## src/rtl/adc_spi_pkg.sv

```systemverilog
// Shared constants for the adc_spi master/responder pair: frame layout,
// channel codes and the responder state encoding.
package adc_spi_pkg;

  localparam int unsigned FRAME_BITS = 16;
  localparam int unsigned ADDR_MSB   = 13;
  localparam int unsigned ADDR_LSB   = 11;
  localparam int unsigned NUM_CH     = 8;

  localparam logic [2:0] CH_0 = 3'd0;
  localparam logic [2:0] CH_1 = 3'd1;
  localparam logic [2:0] CH_2 = 3'd2;
  localparam logic [2:0] CH_3 = 3'd3;
  localparam logic [2:0] CH_4 = 3'd4;
  localparam logic [2:0] CH_5 = 3'd5;
  localparam logic [2:0] CH_6 = 3'd6;
  localparam logic [2:0] CH_7 = 3'd7;

  typedef enum logic {
    IDLE  = 1'b0,
    SHIFT = 1'b1
  } state_t;

endpackage

```

## src/rtl/adc_spi_responder_sync_edge.sv

```systemverilog
// Multi-flop synchronizer for one asynchronous SPI line, with a history flop
// providing single-clk rise/fall strobes.
module spi_sync_edge #(
  parameter int unsigned SYNC_STAGES = 2,
  parameter logic        RESET_VAL   = 1'b0
) (
  input  logic clk,
  input  logic rst_n,
  input  logic async_in,
  output logic sync_out,
  output logic rise,
  output logic fall
);

  logic [SYNC_STAGES-1:0] chain;
  logic                   hist;

  always_ff @(posedge clk or negedge rst_n) begin
    if (!rst_n) begin
      chain <= {SYNC_STAGES{RESET_VAL}};
      hist  <= RESET_VAL;
    end else begin
      chain <= {chain[SYNC_STAGES-2:0], async_in};
      hist  <= chain[SYNC_STAGES-1];
    end
  end

  assign sync_out = chain[SYNC_STAGES-1];
  assign rise     =  chain[SYNC_STAGES-1] & ~hist;
  assign fall     = ~chain[SYNC_STAGES-1] &  hist;

endmodule

```

## src/rtl/adc_spi_responder.sv

```systemverilog
// SPI responder emulating an 8-channel 12-bit ADC128S-style converter; the
// sample returned in each frame belongs to the address sent in the previous one.
module adc_spi_responder
  import adc_spi_pkg::*;
#(
  parameter int unsigned SYNC_STAGES = 2,
  parameter int unsigned DATA_W      = 12
) (
  input  logic                     clk,
  input  logic                     rst_n,
  input  logic                     SS_n,
  input  logic                     SCLK,
  input  logic                     MOSI,
  output logic                     MISO,
  input  logic [NUM_CH*DATA_W-1:0] ch_data,
  output logic                     frame_done,
  output logic [2:0]               last_chnl
);

  logic       ss_fall, ss_rise, sclk_rise, sclk_fall, mosi_s;
  logic [3:0] sync_unused;

  spi_sync_edge #(.SYNC_STAGES(SYNC_STAGES), .RESET_VAL(1'b1)) u_sync_ss (
    .clk(clk), .rst_n(rst_n), .async_in(SS_n),
    .sync_out(sync_unused[0]), .rise(ss_rise), .fall(ss_fall)
  );

  spi_sync_edge #(.SYNC_STAGES(SYNC_STAGES), .RESET_VAL(1'b1)) u_sync_sclk (
    .clk(clk), .rst_n(rst_n), .async_in(SCLK),
    .sync_out(sync_unused[1]), .rise(sclk_rise), .fall(sclk_fall)
  );

  spi_sync_edge #(.SYNC_STAGES(SYNC_STAGES), .RESET_VAL(1'b0)) u_sync_mosi (
    .clk(clk), .rst_n(rst_n), .async_in(MOSI),
    .sync_out(mosi_s), .rise(sync_unused[2]), .fall(sync_unused[3])
  );

  state_t                  state, state_next;
  logic [2:0]              next_addr;
  logic [3:0]              bit_cnt;
  logic [FRAME_BITS-1:0]   tx_shift;
  // Only the bits that can still reach ADD2..ADD0 by the 16th rise are kept.
  logic [ADDR_MSB-1:0]     rx_shift;
  logic [2:0]              word_addr, load_addr;
  logic [DATA_W-1:0]       sample;
  logic                    do_load, do_shift, do_complete, do_drive, do_clear;

  assign word_addr = rx_shift[ADDR_MSB-1:ADDR_LSB-1];
  assign load_addr = do_complete ? word_addr : next_addr;

  always_comb begin
    sample = '0;
    for (int unsigned i = 0; i < NUM_CH; i++) begin
      if (load_addr == 3'(i)) sample = ch_data[i*DATA_W +: DATA_W];
    end
  end

  always_ff @(posedge clk or negedge rst_n) begin
    if (!rst_n) state <= IDLE;
    else        state <= state_next;
  end

  always_comb begin
    state_next  = state;
    do_load     = 1'b0;
    do_shift    = 1'b0;
    do_complete = 1'b0;
    do_drive    = 1'b0;
    do_clear    = 1'b0;
    case (state)
      IDLE: begin
        if (ss_fall) begin
          state_next = SHIFT;
          do_load    = 1'b1;
        end
      end
      SHIFT: begin
        if (sclk_rise) begin
          do_shift    = 1'b1;
          do_complete = (bit_cnt == 4'(FRAME_BITS-1));
        end else if (sclk_fall) begin
          do_drive = 1'b1;
        end
        // A deselect coinciding with the 16th rise still completes the frame.
        if (ss_rise) begin
          state_next = IDLE;
          do_drive   = 1'b0;
          do_clear   = 1'b1;
        end else if (do_complete) begin
          do_load = 1'b1;
        end
      end
      default: state_next = IDLE;
    endcase
  end

  always_ff @(posedge clk or negedge rst_n) begin
    if (!rst_n) begin
      MISO       <= 1'b0;
      frame_done <= 1'b0;
      last_chnl  <= '0;
      next_addr  <= '0;
      bit_cnt    <= '0;
      tx_shift   <= '0;
      rx_shift   <= '0;
    end else begin
      frame_done <= do_complete;
      if (do_complete) begin
        next_addr <= word_addr;
        last_chnl <= word_addr;
      end
      if (do_shift) begin
        rx_shift <= {rx_shift[ADDR_MSB-2:0], mosi_s};
        bit_cnt  <= bit_cnt + 4'd1;
      end
      if (do_drive) MISO <= tx_shift[4'(FRAME_BITS-1) - bit_cnt];
      if (do_clear) begin
        bit_cnt <= '0;
        MISO    <= 1'b0;
      end
      if (do_load) begin
        tx_shift <= {{(FRAME_BITS-DATA_W){1'b0}}, sample};
        bit_cnt  <= '0;
        MISO     <= 1'b0;
      end
    end
  end

endmodule
```

## config.mk

```make
export PLATFORM = sky130hd
export DESIGN_NAME = adc_spi_responder
export DESIGN_NICKNAME = d
export VERILOG_FILES = /design/src/rtl/adc_spi_pkg.sv /design/src/rtl/adc_spi_responder_sync_edge.sv /design/src/rtl/adc_spi_responder.sv
export SDC_FILE = /design/constraint.sdc
export NUM_CORES = 1
export LEC_CHECK = 0
export ABC_AREA = 0
export CORE_AREA = 5 5 99 82
export DETAILED_ROUTE_END_ITERATION = 10
export DIE_AREA = 0 0 104 87
export GPL_ROUTABILITY_DRIVEN = 0
export PLACE_DENSITY = 0.81
export REMOVE_ABC_BUFFERS = 1
export SLEW_MARGIN = 0
export SYNTH_ARGS = -nofsm -noshare
export SYNTH_HDL_FRONTEND = slang
export SYNTH_SLANG_ARGS = --single-unit
```

## constraint.sdc

```tcl
create_clock -name clk -period 3 [get_ports clk]
set_clock_uncertainty 0.05 [all_clocks]
set_input_delay 0.6 -clock clk [delete_from_list [all_inputs] [get_ports clk]]
set_output_delay 0.6 -clock clk [all_outputs]
set_load 0.01 [all_outputs]
```

After elaboration in Yosys (flattened, before gate mapping):

Index checks and enable logic that the tools add are counted.

* register bits after elaboration: 46
* word-level logic and storage cells: 70
* output and inout bits: 5

* bitwise operators: 9
* reductions and logical operators: 3
* add/subtract/negate cells: 2
* multiplexer cells: 34
* eq/ne operators: 8
* order comparisons: 1

Operator list (number)
* 12-bit two-way mux: 8
* 1-bit two-way mux: 19
* 3-bit == test, second input constant: 4
* 4-bit two-way mux: 3
* 3-bit by 2-bit == test with 1-bit output, second input constant: 2
* 3-bit nonzero test: 2
* 4-bit by 5-bit less-than comparator with 1-bit output, second input constant: 1
* 1-bit inverter: 5
* 4-bit by 1-bit adder with 4-bit output, second input constant: 1
* 1-bit AND: 4
* 1-bit binary-select mux with 4-bit select: 1
* 4-bit == test, second input constant: 1
* 1-bit case mux with 2 select lines: 2
* 4-bit subtractor, first input constant: 1
* 3-bit by 1-bit == test with 1-bit output, second input constant: 1
* 3-bit logical NOT: 1
* 3-bit two-way mux: 1

Longest topological paths before layout:

* depth after elaboration: 15
* gate-level depth with buffers: 10

Cells and area by module:

A second synthesis with hierarchy kept.

* cell total of the unflattened synthesis: 301
* area, all modules: 3040.4 sq um

Modules (own cells, without submodules)
* adc_spi_responder: cells an instance 286, area an instance 2762.6 sq um, instances 1
* spi_sync_edge at u_sync_sclk ...: cells an instance 5, area an instance 93.8 sq um, instances 2
* spi_sync_edge at u_sync_mosi: cells an instance 5, area an instance 90.1 sq um, instances 1

Worst setup path before layout:

Ideal clock, no wire load.

* path kind: reg2reg
* from: register bit_cnt[1]
* to: register tx_shift[2]
* required time: 2821 ps
* stages on the path, launching flop included: 11
* buffers on the path: 2
* arrival time: 1974 ps
* library setup time: 129 ps
* setup slack: 847 ps
* period minus slack after synthesis: 2153 ps
* cell sequence: dfrtp_1 -> ha_1 -> and3_1 -> buf_6 -> nand2_8 -> inv_4 -> a21oi_4 -> inv_2 -> buf_6 -> o21a_1 -> o41a_1

* cells in the longest elaborated chain, start to end: 14
* elaborated cells on any way between the ends: 24
* those cells by class: eq/ne (8); mux (15); reduce/logical (1)

RTL lines
* start: declaration: RTL line adc_spi_responder.sv:40 `logic [3:0] bit_cnt;`
* start signal: assignment: RTL line adc_spi_responder.sv:114 `bit_cnt <= bit_cnt + 4'd1;`
* 4-bit == test *: RTL line adc_spi_responder.sv:80 `do_complete = (bit_cnt == 4'(FRAME_BITS-1));`
* 1-bit two-way mux *: RTL line adc_spi_responder.sv:78 `if (sclk_rise) begin`
* 1-bit two-way mux * (2 in a row): RTL line adc_spi_responder.sv:70 `case (state)`
* via do_complete: RTL line adc_spi_responder.sv:46 `logic do_load, do_shift, do_complete, do_drive, do_clear;`
* 3-bit two-way mux *
* via load_addr[2]: RTL line adc_spi_responder.sv:44 `logic [2:0] word_addr, load_addr;`
* 3-bit logical NOT: RTL line adc_spi_responder.sv:54 `if (load_addr == 3'(i)) sample = ch_data[i*DATA_W +: DATA_W];`
* 12-bit two-way mux (7 in a row): RTL line adc_spi_responder.sv:54
* 12-bit two-way mux *: RTL line adc_spi_responder.sv:54
* end signal: assignment: RTL line adc_spi_responder.sv:122 `tx_shift <= {{(FRAME_BITS-DATA_W){1'b0}}, sample};`
* end: declaration: RTL line adc_spi_responder.sv:41 `logic [FRAME_BITS-1:0] tx_shift;`

Mark *: on every way through the listed nets, which the timed path passes. The rest lies on a longest branch. The select of a mux whose other input is x is not followed.
A chain may end at the register's enable or synchronous reset.

Final worst setup path:

* from: register bit_cnt[0]
* to: register tx_shift[7]

* cells in the longest elaborated chain, start to end: 14
* elaborated cells on any way between the ends: 24
* those cells by class: eq/ne (8); mux (15); reduce/logical (1)

RTL lines (RTL line)
* 4-bit == test *: adc_spi_responder.sv:80
* 1-bit two-way mux *: adc_spi_responder.sv:78
* 1-bit two-way mux *: adc_spi_responder.sv:70
* 1-bit two-way mux: adc_spi_responder.sv:70
* 3-bit two-way mux
* 3-bit logical NOT: adc_spi_responder.sv:54
* 12-bit two-way mux (8 in a row): adc_spi_responder.sv:54

Mark *: on every way between the ends. The rest lies on a longest branch, timed or not. The select of a mux whose other input is x is not followed.

==> metrics.md <==
| Metric | Value |
|---|---|
| Die ar. | `approximately 0.009 mm^2` |
| Switching pwr | `roughly 0.41 mW` |
| Worst setup path class | `register to register` |
| Number of setup violations in the final report | `0` |
| Post-Synthesis Mean Instance Area | `9.11 um^2` |
| First-pass iteration count of the detailed router | `5` |
| Setup repair after global routing missed its margin | `no` |
| Reg2Reg Setup Slack | `just over 200 ps` |
| Critical path arrival | `2950 ps` |
| Vertical extent of the die | `87 um` |
| Async set or reset register ratio after synthesis | `100%` |
| DP Wirelength | `7980 um` |
| Worst min-delay path class | `register to register` |
| Fraction of power consumed by sequential logic | `48.3%` |
| CP Capture Type | `register` |
| Number of cell instances on the worst register-to-register path | `7` |
| Data required time at the worst endpoint | `3160 ps` |
| Root buffer selected by CTS | `clkbuf_8` |
| Slew of the pin with the lowest slew margin | `1030 ps` |
| Count of input and output buffers | `~110` |
| Synth Warn # | `0` |
| Start point of the critical path | `bit_cnt[0]` |
| Aggregate global routing overflow | `0` |
| Clock slew at reported path FFs | `approximately 80 ps` |
| Number of antenna cells inserted | `0` |
| Worst slew slack as a fraction of its limit | `31.6%` |
| Core footprint | `0.00715 mm^2` |
| Final Net Count | `551` |
| Top flip-flop cell by instance count after synthesis | `dfrtp_1` |
| CTS H-tree depth | `2` |
| Number of buffers created by CTS | `5` |
| Chip width | `about 100 um` |
| Latest clock arrival within the worst-skew pair | `~300 ps` |
| Number of pins exceeding their max-slew limit in the final report | `0` |
| Fill cell count | `645` |
| Syn Inst Count | `353` |
| DRT antenna net count | `0` |
| Max-cap viol count | `0` |
| Area growth from synthesis to layout | `36.6%` |
| Setup TNS | `0 ps` |
| First-pass GRT wire length | `between 15000 and 20000 um` |
| Final critical delay including setup and external delays | `2790 ps` |
| CTS tree | `yes` |
| Post-DR wirelength/cell | `18.9 um` |
| Number of clock sinks | `46` |
| Aggregate routed wire length | `10200 um` |
| Largest fanout on the critical path | `14` |
| Share of synthesized area occupied by flip-flops and latches | `36.0%` |
| Buffer count from post-CTS setup fixing | `0` |
| Number of vias in the routed layout | `about 3200` |
| Switching part of the total power | `26.1%` |
| Outcome | `finished, final reports clean` |
| Type of element launching the critical path | `register` |
| Capturing point of the worst reg2reg path | `tx_shift[7]` |
| # DRC | `0` |
| Maximum number of pins on one net before global-route repair | `47` |
| Yosys cell types | `73` |
| Combinational cell fraction of total power | `22.9%` |
| Total Routing Usage GR | `22.3%` |
| Via/cell ratio | `6.00` |
| Share of final-layout standard cells stronger than drive strength 1 | `11.6%` |
| Starting density of the core | `a little under half` |
| Area of the mapped netlist | `0.00322 mm^2` |
| First-iteration detailed-routing DRC count | `slightly above 400` |
| Initial antenna violation count | `0` |
| Clock share of power | `28.7%` |
| Number of global-route vias before repair | `3243` |
| Maximum resistive drop on vdd | `0.247 mV` |
| Final number of hold-violating endpoints | `0` |
| Number of rows created at floorplan | `28` |
| Cell Int Power | `1.17 mW` |
| Number of enable-type register cells in the synthesized netlist | `0` |
| Number of gates resized after CTS | `0` |
| Overall power of the completed layout | `1.59 mW` |
| Maximum operating frequency | `0.358 GHz` |
| End point of the critical path | `tx_shift[7]` |
| Worst r2r src | `bit_cnt[0]` |
| Post-cts hold buffer count | `0` |
| Clock Path Buffers | `2` |
| Number of top-level design ports | `106` |
| Leak Pwr | `about 1.8 nW` |
| Final Cycle Share | `93.1%` |
| P per Cell Area | `361 mW/mm^2` |
| Flip-flop and latch count after synthesis | `46` |
[worst max-delay path: stages (launching register included)]
cell and delay, ps:
dfrtp_1 510, ha_1 320, and3_1 500, buf_4 240, nand3_4 120, and2_4 230, or4_1 550, a32oi_1 190
[worst min-delay path by stage]
stage | from | end | slack (ps) | cells past startpoint
2_1_floorplan | rst_n | MISO | 250 | 0
3_3_place_gp | u_sync_mosi.chain[0] | u_sync_mosi.chain[1] | 280 | 0
3_5_place_dp | u_sync_mosi.chain[0] | u_sync_mosi.chain[1] | 290 | 0
4_1_cts | u_sync_mosi.chain[0] | u_sync_mosi.chain[1] | 300 | 0
5_1_grt | u_sync_sclk.chain[0] | u_sync_sclk.chain[1] | 310 | 0
6_report | u_sync_mosi.chain[0] | u_sync_mosi.chain[1] | 300 | 0
[cells by family after synthesis]
group | share of synthesized area [%]
DFF | 36.0
AOI/OAI and AO/OA | 31.0
adders and majority gates | 0.700
buffers and inverters | 5.60
xor gates and xnor gates | 0.817
and+or+nand+nor | 22.4
muxes | 3.46
[cells in the mapped netlist (all sizes together) (2+ instances only)]
| library cell | n | area (um^2) |
|---|---|---|
| or4 | 4 | 30.0 |
| nand3b | 2 | 27.5 |
| a21o | 9 | 67.6 |
| a21oi | 36 | 210 |
| a211oi | 4 | 30.0 |
| o22ai | 4 | 25.0 |
| a21boi | 5 | 37.5 |
| inv | 10 | 40.0 |
| nor2 | 11 | 43.8 |
| a2111oi | 4 | 48.8 |
| and3b | 2 | 17.5 |
| o2111ai | 2 | 23.8 |
| o41a | 6 | 67.6 |
| nor2b | 2 | 12.5 |
| clkbuf | 6 | 22.5 |
| o21ai | 16 | 95.1 |
| mux4 | 3 | 67.6 |
| a221oi | 2 | 17.5 |
| mux2i | 2 | 32.5 |
| o2111a | 2 | 22.5 |
| xor2 | 2 | 17.5 |
| a32oi | 2 | 17.5 |
| a21bo | 2 | 20.0 |
| a31oi | 2 | 12.5 |
| nor4 | 2 | 12.5 |
| o211a | 2 | 20.0 |
| and3 | 6 | 37.5 |
| nand3 | 18 | 125 |
| o31ai | 2 | 15.0 |
| o211ai | 4 | 35.0 |
| or3 | 2 | 12.5 |
| buf | 15 | 118 |
| o41ai | 9 | 109 |
| o21a | 12 | 90.1 |
| and4 | 2 | 17.5 |
| a22oi | 2 | 15.0 |
| and2 | 5 | 33.8 |
| dfstp | 6 | 158 |
| dfrtp | 40 | 1000 |
| nand4 | 3 | 18.8 |
| nand2b | 6 | 37.5 |
| nand2 | 68 | 274 |
[per-layer routing]
metal | GRT usage (%) | vias to the layer above | wire [um]
met5 | 0 | - | 0
met2 | 34.1 | 196 | 4620
met4 | 2.82 | 0 | 183
li1 | - | 1505 | -
met3 | 5.78 | 26 | 978
met1 | 32.8 | 1511 | 4430
[layout make-up]
type                       instances  area, um^2  area share, %
clock buffer                       5        68.8           1.57
clock inverter                     3        40.0          0.911
inverter                          10        40.0          0.911
multi-input combinational        276        1880           42.7
sequential                        46        1160           26.4
tap                               90         113           2.56
timing repair buffer             110        1100           24.9
[state kept, by name, summed over array words and instances, names as in the netlist]
signal and cells:
bit_cnt 4, tx_shift 12, state 1, last_chnl 3
u_sync_sclk.hist 1, frame_done 1, u_sync_ss.hist 1, u_sync_ss.chain 2
rx_shift 13, u_sync_mosi.chain 2, u_sync_sclk.chain 2, next_addr 3
MISO 1
[through the flow]
step / cells / setup WS, ps / hold slack, ps / area, um^2 / utilization (%)
2_1_floorplan: 332 / 241 / 254 / 3080 / -
3_3_place_gp: 532 / 416 / 282 / 4290 / 60.0
3_5_place_dp: 532 / 296 / 286 / 4290 / 60.0
4_1_cts: 540 / 253 / 304 / 4390 / 61.5
5_1_grt: 540 / 67.1 / 314 / 4390 / 61.5
6_report: 540 / 206 / 302 / 4390 / 61.5
[power by group through the flow]
stage	logic, mW	registers, mW	clock network [mW]
finish	0.364	0.766	0.456
global route	0.395	0.775	0.487
CTS	0.363	0.763	0.457
detailed placement	0.361	0.774	0
global placement	0.352	0.772	0
floorplan	0.167	0.753	0
[layout by cell type, fill, tap and decap left out, types with 5 or more instances in the layout]
cell,count
clkdlybuf4s50_1,104
nand2_1,66
dfrtp_1,40
a21oi_1,32
nand3_1,14
o21ai_0,12
o21a_1,12
nor2_1,10
a21o_1,9
inv_1,8
and3_1,6
nand2b_1,6
o41a_1,6
dfstp_2,6
o41ai_1,5
a21boi_0,5
clkbuf_8,5
(Power assumes the default switching activity.)
